[src/rtl/udma_hyper_ch_sched.sv]
// Round-robin scheduler sharing one HyperBus PHY transaction engine among
// NB_CH uDMA channels. One descriptor is accepted, issued to the PHY, awaited,
// and closed with a one-cycle EOT pulse on the owning channel.
module udma_hyper_ch_sched #(
  parameter int NB_CH      = 8,
  parameter int TRANS_SIZE = 16,
  parameter int ADDR_WIDTH = 32
) (
  input  logic                          sys_clk_i,
  input  logic                          rst_i,
  input  logic [NB_CH-1:0]              ch_en_i,
  input  logic [NB_CH-1:0]              req_valid_i,
  output logic [NB_CH-1:0]              req_ready_o,
  input  logic [NB_CH-1:0]              req_rwn_i,
  input  logic [NB_CH*ADDR_WIDTH-1:0]   req_addr_i,
  input  logic [NB_CH*TRANS_SIZE-1:0]   req_len_i,
  input  logic                          abort_i,
  output logic                          trans_valid_o,
  input  logic                          trans_ready_i,
  output logic                          trans_rwn_o,
  output logic [ADDR_WIDTH-1:0]         trans_addr_o,
  output logic [TRANS_SIZE-1:0]         trans_len_o,
  input  logic                          trans_done_i,
  output logic [NB_CH-1:0]              evt_eot_o,
  output logic                          busy_o,
  output logic [$clog2(NB_CH)-1:0]      cur_ch_o
);

  localparam int CW = $clog2(NB_CH);

  typedef enum logic [1:0] {
    ST_IDLE  = 2'd0,
    ST_ISSUE = 2'd1,
    ST_BUSY  = 2'd2,
    ST_EOT   = 2'd3
  } state_e;

  state_e                 state_r;
  state_e                 state_next_s;

  logic [NB_CH-1:0]       elig_s;
  logic                   win_found_s;
  logic [CW-1:0]          win_idx_s;
  logic [TRANS_SIZE-1:0]  win_len_s;
  int                     idx_v;

  logic                   grant_s;
  logic                   rr_adv_s;
  logic [CW-1:0]          ptr_after_s;
  logic [CW-1:0]          eot_ch_s;
  logic [NB_CH-1:0]       req_ready_s;

  logic [CW-1:0]          rr_ptr_r;
  logic [CW-1:0]          cur_ch_r;
  logic                   trans_valid_r;
  logic                   trans_rwn_r;
  logic [ADDR_WIDTH-1:0]  trans_addr_r;
  logic [TRANS_SIZE-1:0]  trans_len_r;
  logic [NB_CH-1:0]       evt_eot_r;
  logic                   busy_r;

  function automatic logic [NB_CH-1:0] ch_onehot(input logic [CW-1:0] ch);
    ch_onehot = {{(NB_CH-1){1'b0}}, 1'b1} << ch;
  endfunction

  // Find the first eligible channel at or after rr_ptr_r, wrapping around
  always_comb begin
    elig_s      = req_valid_i & ch_en_i;
    win_found_s = 1'b0;
    win_idx_s   = '0;
    idx_v       = 0;
    for (int i = 0; i < NB_CH; i++) begin
      idx_v = int'(rr_ptr_r) + i;
      idx_v = (idx_v >= NB_CH) ? (idx_v - NB_CH) : idx_v;
      if (!win_found_s && elig_s[idx_v[CW-1:0]]) begin
        win_found_s = 1'b1;
        win_idx_s   = idx_v[CW-1:0];
      end else begin
        win_found_s = win_found_s;
      end
    end
    win_len_s = req_len_i[win_idx_s*TRANS_SIZE +: TRANS_SIZE];
  end

  // State register
  always_ff @(posedge sys_clk_i) begin
    if (rst_i) begin
      state_r <= ST_IDLE;
    end else begin
      state_r <= state_next_s;
    end
  end

  // Next-state logic; abort takes priority over ready/done
  always_comb begin
    state_next_s = state_r;
    case (state_r)
      ST_IDLE: begin
        if (win_found_s) begin
          state_next_s = (win_len_s == '0) ? ST_EOT : ST_ISSUE;
        end else begin
          state_next_s = ST_IDLE;
        end
      end
      ST_ISSUE: begin
        if (abort_i) begin
          state_next_s = ST_IDLE;
        end else if (trans_ready_i) begin
          state_next_s = ST_BUSY;
        end else begin
          state_next_s = ST_ISSUE;
        end
      end
      ST_BUSY: begin
        if (abort_i) begin
          state_next_s = ST_IDLE;
        end else if (trans_done_i) begin
          state_next_s = ST_EOT;
        end else begin
          state_next_s = ST_BUSY;
        end
      end
      ST_EOT:  state_next_s = ST_IDLE;
      default: state_next_s = ST_IDLE;
    endcase
  end

  // Output decode: grant strobe, pointer advance and EOT target channel
  always_comb begin
    grant_s     = (state_r == ST_IDLE) && win_found_s && !rst_i;
    req_ready_s = grant_s ? ch_onehot(win_idx_s) : '0;
    rr_adv_s    = (state_r == ST_EOT) ||
                  (((state_r == ST_ISSUE) || (state_r == ST_BUSY)) && abort_i);
    ptr_after_s = (cur_ch_r == CW'(NB_CH - 1)) ? '0 : (cur_ch_r + CW'(1));
    eot_ch_s    = (state_r == ST_IDLE) ? win_idx_s : cur_ch_r;
  end

  // Registered outputs, descriptor latch and round-robin pointer
  always_ff @(posedge sys_clk_i) begin
    if (rst_i) begin
      trans_valid_r <= 1'b0;
      busy_r        <= 1'b0;
      evt_eot_r     <= '0;
      trans_rwn_r   <= 1'b0;
      trans_addr_r  <= '0;
      trans_len_r   <= '0;
      cur_ch_r      <= '0;
      rr_ptr_r      <= '0;
    end else begin
      trans_valid_r <= (state_next_s == ST_ISSUE);
      busy_r        <= (state_next_s != ST_IDLE);
      evt_eot_r     <= (state_next_s == ST_EOT) ? ch_onehot(eot_ch_s) : '0;
      if (grant_s) begin
        trans_rwn_r  <= req_rwn_i[win_idx_s];
        trans_addr_r <= req_addr_i[win_idx_s*ADDR_WIDTH +: ADDR_WIDTH];
        trans_len_r  <= win_len_s;
        cur_ch_r     <= win_idx_s;
      end
      if (rr_adv_s) begin
        rr_ptr_r <= ptr_after_s;
      end
    end
  end

  assign req_ready_o   = req_ready_s;
  assign trans_valid_o = trans_valid_r;
  assign trans_rwn_o   = trans_rwn_r;
  assign trans_addr_o  = trans_addr_r;
  assign trans_len_o   = trans_len_r;
  assign evt_eot_o     = evt_eot_r;
  assign busy_o        = busy_r;
  assign cur_ch_o      = cur_ch_r;

endmodule

[config.mk]
export PLATFORM = sky130hd
export DESIGN_NAME = udma_hyper_ch_sched
export DESIGN_NICKNAME = d
export VERILOG_FILES = /design/src/rtl/udma_hyper_ch_sched.sv
export SDC_FILE = /design/constraint.sdc
export NUM_CORES = 1
export LEC_CHECK = 0
export BUFFER_PORTS_ARGS = -buffer_cell sky130_fd_sc_hd__buf_2
export CAP_MARGIN = 20
export CORE_AREA = 2 2 188 190
export DETAILED_ROUTE_END_ITERATION = 10
export DIE_AREA = 0 0 190 192
export PLACE_DENSITY = 0.49
export SYNTH_ARGS = -nofsm -noshare
export SYNTH_HDL_FRONTEND = slang
export SYNTH_SLANG_ARGS = --single-unit
[constraint.sdc]
create_clock -name sys_clk_i -period 6.05 [get_ports sys_clk_i]
set_input_delay 0 -clock sys_clk_i [delete_from_list [all_inputs] [get_ports sys_clk_i]]
set_output_delay 0 -clock sys_clk_i [all_outputs]
set_load 0.005 [all_outputs]
Yosys cells after proc, flatten, opt, wreduce, memory -nomap -nowiden
Cells that the tools add are included.

$add $sub $neg: 16. Multipliers: 0. Divide/modulo/power cells: 0. Order comparisons: 17. Equality and inequality tests: 6. Shift-type cells: 4. Muxes and demuxes: 52. Bitwise operators: 2. Reductions and logical operators: 24.

Operators with widths (number): 256-bit by 9-bit indexed part select with 32-bit output (1); 128-bit by 8-bit indexed part select with 16-bit output (1); 3-bit two-way mux (18); 3-bit by 4-bit < comparator with 1-bit output, second input constant (9); 4-bit greater-or-equal comparator, second input constant (7); 1-bit binary-select mux with 3-bit select (9); 3-bit by 1-bit subtractor with 3-bit output, second input constant (8); 1-bit two-way mux (18); 3-bit by 3-bit adder with 4-bit output, second input constant (4); 16-bit logical NOT (1); 1-bit by 3-bit left shift with 8-bit output, first input constant (2); 1-bit logical AND (10); 2-bit two-way mux (5); 3-bit by 2-bit adder with 4-bit output, second input constant (2); 8-bit AND (1); 1-bit logical NOT (8); 8-bit two-way mux (1); 2-bit one-hot mux with 4 select lines (1); 2-bit == test, second input constant (3); 3-bit by 1-bit adder with 4-bit output, second input constant (1); 2-bit by 1-bit == test with 1-bit output, second input constant (2); 3-bit by 4-bit greater-or-equal comparator with 1-bit output, second input constant (1); 3-bit by 1-bit adder with 3-bit output, second input constant (1); 3-bit == test, second input constant (1); 5 further kinds (6).

Flip-flop bits (word level): 67. Bits in latches: 0. RAM bits: 0. ROM bits: 0. Bits of input ports: 413. Output and inout bits: 70. Word-level logic and storage cells: 130. Memories kept: 0.

Longest topological paths before layout
Gate-level depths: netlist of run 1.

Word-level depth: 34. Depth in mapped cells: 21. Mapped depth without buffers: 14.

Worst setup path after synthesis of run 1
No wires, ideal clock.

Path kind: reg2reg. Start: register rr_ptr_r[1]. End: register trans_valid_r, in the netlist trans_valid_o. Library setup time: 0.115 ns. Arrival: 4.271 ns. Setup slack: 1.664 ns. Stages on the path, launching flop included: 20. Buffers on the path: 6. Cell sequence: dfxtp_1 > clkbuf_1 > inv_1 > clkbuf_1 > ha_1 > buf_2 > inv_1 > mux4_2 > or3b_1 > buf_4 > nor4_2 > a211o_1 > buf_6 > buf_6 > mux2i_1 > mux4_2 > nand4_1 > nor3b_2 > nand3_1 > and3_1.

Longest elaborated chain between the ends: 32.

Ends and longest elaborated chain: start: declaration (line 53) `logic [CW-1:0] rr_ptr_r;`; start signal: assignment (line 160) `rr_ptr_r <= ptr_after_s;`; branches (longest 29 deep; another with 3-bit by 1-bit adder with 4-bit output); 2-bit two-way mux (*) (line 99) `if (win_found_s) begin`; 2-bit one-hot mux with 4 select lines (*) (line 97) `case (state_r)`; 2-bit by 1-bit == test with 1-bit output (*) (line 150) `trans_valid_r <= (state_next_s == ST_ISSUE);`; end signal: assignment (line 150); end: declaration (line 55) `logic trans_valid_r;`.

Every way passes the cells marked *. The select of a mux whose other input is x is not followed. A chain may end at the register's enable or synchronous reset.

Worst setup path after layout of run 1
Start: register rr_ptr_r[1]. End: register trans_addr_r[0], in the netlist trans_addr_o[0].

Longest elaborated chain between the ends: 28.

Ends and longest elaborated chain: branches (longest 28 deep; another with 3-bit by 1-bit adder with 4-bit output); end signal: assignment (line 155) `trans_addr_r <= req_addr_i[win_idx_s*ADDR_WIDTH +: ADDR_WIDTH];`; end: declaration (line 57) `logic [ADDR_WIDTH-1:0] trans_addr_r;`.

Several ways; the timed one is not identified. The select of a mux whose other input is x is not followed.

==> key figures, run 1 <==
Status
  – Status: completed

Clock tree
  – Number of buffers created by CTS: 9
  – Worst-skew pair later-pin latency: 0.34 ns
  – Number of H-tree branching levels: 3
  – Count of clock tree sinks: 67
  – Number of setup buffers added after CTS: 0
  – Clock-pin transition on the worst setup and hold timing paths: approximately 0.070 ns
  – Clock tree from TritonCTS: done
  – Max clock buf depth: 2
  – Clock root buffer: clkbuf_16

Yosys
  – Ys async rst share: 0
  – Share of the synthesized area in the top cell type: 0.181
  – Largest area contributor in the netlist: dfxtp_1
  – Ranking of synthesized cells by area: dfxtp_1, nand2_1, a311oi_1
  – Syn Nets: roughly 1600
  – Most frequent cells after synthesis: nand2_1, nand3_1, nor2_1
  – Part of the Yosys area used for sequential elements: 0.181
  – Number of synthesized flops with an enable pin: 0
  – Number of distinct library cell variants in the gate-level netlist after synthesis: ~70
  – Count of yosys warnings during synthesis: 0
  – Most numerous cell in the Yosys netlist: nand2_1
  – Top_reg_cell synth: dfxtp_1
  – Yosys reg bits: 67
  – Gate Count Post-Synth: about 1100
  – Post-synthesis average cell area: approximately 6.5 um2
  – Mapped Area: 7430 um2

Setup path
  – Data arrival time of the worst path: 5.83 ns
  – Worst EP required: about 6.3 ns
  – Largest fanout on the critical path: 33
  – Number of cells on the worst reg-to-reg path: 15
  – Setup CP Type: reg -> reg
  – Critical Path Source Type: register
  – Crit end category: register

Global routing
  – Global-route wire length before repair: between 60 and 70 mm
  – Via count of the first global-routing pass: 9960
  – Antenna violations before repair: 6
  – Total congestion overflow: 0
  – All-layer global routing usage: 0.218
  – Largest net degree at the start of global routing: 112

Timing
  – Final-report max-slew violation count: 0
  – Slew of the pin with the lowest slew margin: 0.917 ns
  – Final number of setup-violating endpoints: 0
  – Setup repair after global routing missed its margin: no
  – Final hold viol count: 0
  – Top achievable clock speed: approximately 180 MHz
  – Headroom to the max-slew limit: 0.381
  – Worst hold slack: 0.0358 ns
  – Total Neg Setup Slack: 0 ns
  – Fin crit period: 5.63 ns
  – Fraction of the cycle the final worst path needs: 0.931
  – Clk_skew: just under 0.008 ns

Placement
  – Post-detailed-placement half-perimeter wirelength: 33.6 mm
  – GPL Wtd Cong: around 0.96
  – Number of port buffers: between 400 and 500

Drt
  – Count of nets left with antenna violations after detail routing: 0
  – Total iterations of the first detailed-routing run: 5
  – DR vias: roughly 10000
  – Detailed-route wire length: ~42 mm
  – Post-detailed-route DRC marker count: 0
  – Vias per inst: 5.16
  – Wire length per cell: 20.8 um
  – Number of design-rule violations left by the first detailed-router iteration: 740

Floorplan
  – X dimension of the die: about 190 um
  – Die Outline Area: around 36000 um2
  – Vertical extent of the die: about 190 um
  – Starting density of the core: 0.217
  – Count of standard-cell rows: 68
  – Floorplan core area: roughly 34000 um2
  – Total I/O pin count: approximately 480

Power
  – Worst supply voltage drop on vdd: 262 uV
  – Standby leakage power: just over 5 nW
  – Power density over the cells: around 450 nW/um2

Hold path
  – Worst hold path type: in -> reg
  – Depth of the worst hold-timing path: 5

Final layout
  – Filler cells: around 3800
  – Share of final-layout standard cells stronger than drive strength 1: 0.359
  – Syn-to-layout area delta: 42.6%
  – Net count, final: just under 2000

Run
  – Max-cap check violation count: 0
## state kept, by name, summed over array words and instances (netlist names)
| signal | count |
|---|---|
| trans_valid_o | 1 |
| evt_eot_o | 8 |
| cur_ch_o | 3 |
| trans_rwn_o | 1 |
| rr_ptr_r | 3 |
| trans_len_o | 16 |
| trans_addr_o | 32 |
| state_r | 2 |
| busy_o | 1 |
## worst paths after layout
kind | to | slack, ns | start
max | trans_addr_o[0] | 0.42 | rr_ptr_r[1]
min | trans_addr_o[16] | 0.04 | req_addr_i[16]
max reg2reg | trans_addr_o[0] | 0.42 | rr_ptr_r[1]
min reg2reg | trans_len_o[3] | 0.46 | trans_len_o[3]
## cell families after synthesis
family / after synthesis / synth area share
buf+inv: 113 / 0.0706
mux: 50 / 0.101
xor+xnor: 4 / 0.00573
flops: 67 / 0.181
compound gates: 228 / 0.223
simple gates: 676 / 0.404
fa+ha+maj: 9 / 0.0152
## layer usage
layer / vias up / routed length [um] / global-route usage
met2: 446 / 20100 / 0.364
met1: 4998 / 18600 / 0.289
met4: 2 / 879 / 0.0566
li1: 5009 / - / -
met5: - / 9 / 0
met3: 44 / 2820 / 0.0396
## power by group
group / internal (W) / switching [W]
clock network: 0.000327 / 0.000250
registers: 0.000616 / 0.000138
logic: 0.00125 / 0.00215
## through the flow
stage / setup WS, ns / instances / power, W / cell area, um2 / util
3_3_place_gp: 0.729 / 2006 / 0.00410 / 10200 / 0.297
4_1_cts: 0.422 / 2026 / 0.00472 / 10500 / 0.308
5_1_grt: 0.0100 / 2031 / 0.00511 / 10600 / 0.309
2_1_floorplan: 1.66 / 1147 / 0.00293 / 7430 / -
3_5_place_dp: 0.603 / 2006 / 0.00411 / 10200 / 0.297
6_report: 0.419 / 2034 / 0.00473 / 10600 / 0.309
## cell usage in the layout (no fill, tap or decap), types with 4 or more instances in the layout
cell and n:
a21boi_1 4, o22ai_1 4, mux2i_1 29, a311o_1 4, a211oi_1 7, nand2_1 344, and2_1 10, nor2_1 93
nand4_1 6, o31ai_1 4, mux4_2 20, and3_1 40, nor3_1 47, nor4_1 7, o211ai_1 6, diode_2 7
a32oi_1 4, nand3_1 98, a21o_1 4, a21oi_1 39, or3_1 6, o21ai_1 8, buf_2 482, o311ai_0 4
a22oi_1 4, dlygate4sd3_1 4, a31oi_1 9, ha_1 9, o21ai_0 27, buf_4 22, inv_1 11, clkbuf_16 9
dfxtp_1 67, a311oi_1 71
## final cells by class
type                       instances  area (um2)  area share
tap                              455         569      0.0538
antenna                            7        17.5     0.00165
multi-input combinational        967        5630       0.531
clock buffer                       9         225      0.0213
inverter                          11        41.3     0.00390
sequential                        67        1340       0.127
timing repair buffer             511        2690       0.254
clock inverter                     7        82.6     0.00780
## worst max-delay path, cell delays in order (launching register included)
cell and delay, ns:
dfxtp_1 0.50, inv_1 0.27, ha_1 0.51, inv_1 0.26, mux4_2 0.59, or3b_1 0.53
or2_1 0.35, a21oi_2 0.43, nor2_4 0.22, buf_4 0.28, buf_4 0.27, nand2_1 0.13
nor2_1 0.08, a221oi_1 0.35, dlygate4sd3_1 0.61, a31oi_1 0.08
## repair_timing
action / 4_1_cts / 5_1_grt
endpoints found under the hold margin: 2 / 0
resized for setup: 0 / 1
endpoints found under the setup margin: 0 / 1
hold buffers: 4 / 0
(Power assumes the default switching activity.)
==> inputs of run 2 (changes only) <==
==> constraint.sdc (replaced) <==
create_clock -name sys_clk_i -period 6.05 [get_ports sys_clk_i]
set_input_delay 0.3025 -clock sys_clk_i [delete_from_list [all_inputs] [get_ports sys_clk_i]]
set_output_delay 0.3025 -clock sys_clk_i [all_outputs]
set_load 0.005 [all_outputs]
==> run 2 against run 1 <==
Against the previous run: register-to-register slack better by 0.06 ns; core utilization is 0.13 points lower; critical path depth is 4 lower; critical endpoint is now req_ready_o[6]; clock power hardly changed; sequential share of layout area is 0.053 points higher; final area is 0.41% lower; sequential power hardly changed.
==> key figures, run 2 (synthesis gave the netlist of run 1 again) <==
Timing
  – Clk_skew: 0.00578 ns (-0.00199 ns)
  – Final hold viol count: 0 (unchanged)
  – Fin crit period: 5.60 ns (-0.0350 ns)
  – Slew of the pin with the lowest slew margin: 0.906 ns (-0.0107 ns)
  – Final number of setup-violating endpoints: 0 (unchanged)
  – Setup repair after global routing missed its margin: no
  – Headroom to the max-slew limit: 0.388 (+0.00723)
  – Fraction of the cycle the final worst path needs: 0.925 (-0.00578)
  – Worst hold slack: 0.288 ns (+0.253 ns)
  – Final-report max-slew violation count: 0 (unchanged)
  – Total Neg Setup Slack: 0 ns (unchanged)
  – Top achievable clock speed: 179 MHz (+0.63%)

Clock tree
  – Worst-skew pair later-pin latency: 0.34 ns (about the same)
  – Number of H-tree branching levels: 3 (unchanged)
  – Clock root buffer: clkbuf_16
  – CTS resizes: 0 (unchanged)
  – Number of setup buffers added after CTS: 0 (unchanged)
  – Number of buffers created by CTS: 9 (unchanged)
  – Clock-pin transition on the worst setup and hold timing paths: 0.07 ns (about the same)
  – Clock tree from TritonCTS: done
  – Count of clock tree sinks: 67 (unchanged)
  – Max clock buf depth: 2 (unchanged)
  – Hold-fix buffer count after cts: 0 (-4)

Power
  – Worst supply voltage drop on vdd: 261 uV (-0.26%)
  – Clock power share: 0.123 (about the same)
  – Portion of total power attributed to sequential cells: 0.160 (about the same)
  – Int Power: 0.00218 W (-0.37%)
  – Sw power: 0.00253 W (-0.16%)
  – Proportion of power drawn by combinational gates: 0.717 (about the same)
  – Power density over the cells: 447 nW/um2 (+0.15%)
  – Switching power as a share of total power: 0.537 (about the same)
  – Standby leakage power: 5.09 nW (-0.23%)

Hold path
  – Worst hold path type: in -> reg
  – Depth of the worst hold-timing path: 3 (-2)
  – Hold wc startpoint: req_addr_i[169]
  – Hold worst-path end: trans_addr_o[9]

Placement
  – Post-detailed-placement half-perimeter wirelength: 33.6 mm (unchanged)
  – GPL Wtd Cong: 0.962 (unchanged)
  – Cell count after placement: 2006 (unchanged)
  – Number of port buffers: 482 (unchanged)

Setup path
  – Largest fanout on the critical path: 64 (+94%)
  – Reg-to-Reg Start: rr_ptr_r[1]
  – Worst EP required: 5.75 ns (-0.50 ns)
  – Critical Path Source Type: register
  – Data arrival time of the worst path: 5.29 ns (-0.54 ns)
  – Crit end category: primary output
  – Setup slack of the most critical reg-to-reg path: 0.48 ns (+0.06 ns)
  – Setup CP Type: reg -> out
  – End of the worst register-to-register path: trans_addr_o[6]
  – Number of cells on the worst reg-to-reg path: 15 (unchanged)

Drt
  – Post-detailed-route DRC marker count: 0 (unchanged)
  – Count of nets left with antenna violations after detail routing: 0 (unchanged)
  – Vias per inst: 5.16 (-0.11%)
  – Number of design-rule violations left by the first detailed-router iteration: 649 (-12%)
  – Wire length per cell: 20.9 um (+0.16%)
  – Detailed-route wire length: 42.3 mm (about the same)
  – Total iterations of the first detailed-routing run: 5 (unchanged)
  – DR vias: 10500 (-0.35%)

Final layout
  – Syn-to-layout area delta: 42.0%
  – Post-layout utilization of the core: 0.308 (-0.00128)
  – Max FFs per register: 32 (unchanged)
  – Net count, final: 1985 (-0.20%)
  – Filler cells: 3832 (+0.10%)
  – Non-filler cells in the finished layout: 2029 (-0.25%)
  – Most frequent cells in the layout: buf_2, nand2_1, nand3_1
  – Leading cell type in the layout, fill and taps excluded: buf_2
  – Share of final-layout standard cells stronger than drive strength 1: 0.359 (about the same)

Global routing
  – All-layer global routing usage: 0.218 (-0.000234)
  – Global-route wire length before repair: 60.6 mm (-0.13%)
  – Via count of the first global-routing pass: 9937 (-0.23%)
  – Antenna violations before repair: 6 (unchanged)
  – Total congestion overflow: 0 (unchanged)
  – Largest net degree at the start of global routing: 112 (unchanged)

Floorplan
  – Floorplan core area: 34300 um2 (unchanged)
  – Starting density of the core: 0.217 (unchanged)
  – Count of standard-cell rows: 68 (unchanged)
  – Vertical extent of the die: 192 um (unchanged)
  – Die Outline Area: 36500 um2 (unchanged)
  – Total I/O pin count: 483 (unchanged)
  – X dimension of the die: 190 um (unchanged)

Status
  – Status: completed

Run
  – Max-cap check violation count: 0 (unchanged)
run 2: changes by cell type in the layout (fill, tap and decap cells not counted), sizes merged:
cell         previous run  this run
dlygate4sd3             4         0
diode                   7         6
run 2: how the worst max path moves through the flow:
stage	end	cells after the start	startpoint
after floorplan	trans_valid_o	19	rr_ptr_r[1]
after global placement	evt_eot_o[5]	12	rr_ptr_r[1]
after detailed placement	trans_addr_o[29]	13	rr_ptr_r[1]
after CTS	req_ready_o[6]	11	rr_ptr_r[1]
after global routing	evt_eot_o[1]	13	rr_ptr_r[1]
final	req_ready_o[6]	11	rr_ptr_r[1]
run 2: area by class of cell:
| class | instances | area, um2 | area share |
|---|---|---|---|
| clock inverter | 7 | 82.6 | 0.00783 |
| clock buffer | 9 | 225 | 0.0214 |
| sequential | 67 | 1340 | 0.127 |
| antenna | 6 | 15.0 | 0.00142 |
| multi-input combinational | 967 | 5630 | 0.534 |
| tap | 455 | 569 | 0.0540 |
| inverter | 11 | 41.3 | 0.00391 |
| timing repair buffer | 507 | 2650 | 0.251 |
run 2: worst max-delay path, stage by stage (launching register included):
cell	delay, ns
dfxtp_1	0.50
inv_1	0.27
ha_1	0.51
inv_1	0.26
mux4_2	0.59
or3b_1	0.53
a211oi_1	0.54
a221o_4	0.67
buf_4	0.43
nand2_1	0.27
nor2_1	0.17
buf_2	0.13
run 2: layer usage:
layer | routed length, um | global-route usage | vias to the layer above
met1 | 18600 | 0.289 | 4963
met5 | 9 | 0 | -
met3 | 2770 | 0.0396 | 44
met2 | 20100 | 0.363 | 456
li1 | - | - | 4997
met4 | 867 | 0.0566 | 2
run 2: through the flow:
step / total power [W] / instance area, um2 / setup slack [ns]
finish: 0.00471 / 10500 / 0.454
global route: 0.00510 / 10500 / 0.0669
CTS: 0.00471 / 10500 / 0.476
detailed placement: 0.00411 / 10200 / 0.603
global placement: 0.00410 / 10200 / 0.729
floorplan: 0.00293 / 7430 / 1.66
run 2: power groups by stage:
stage / registers, W / clock network, W / logic, W
final: 0.000754 / 0.000579 / 0.00338
after global routing: 0.000774 / 0.000617 / 0.00371
after CTS: 0.000752 / 0.000601 / 0.00336
after detailed placement: 0.000760 / 0 / 0.00335
after global placement: 0.000759 / 0 / 0.00335
after floorplan: 0.000724 / 0 / 0.00221
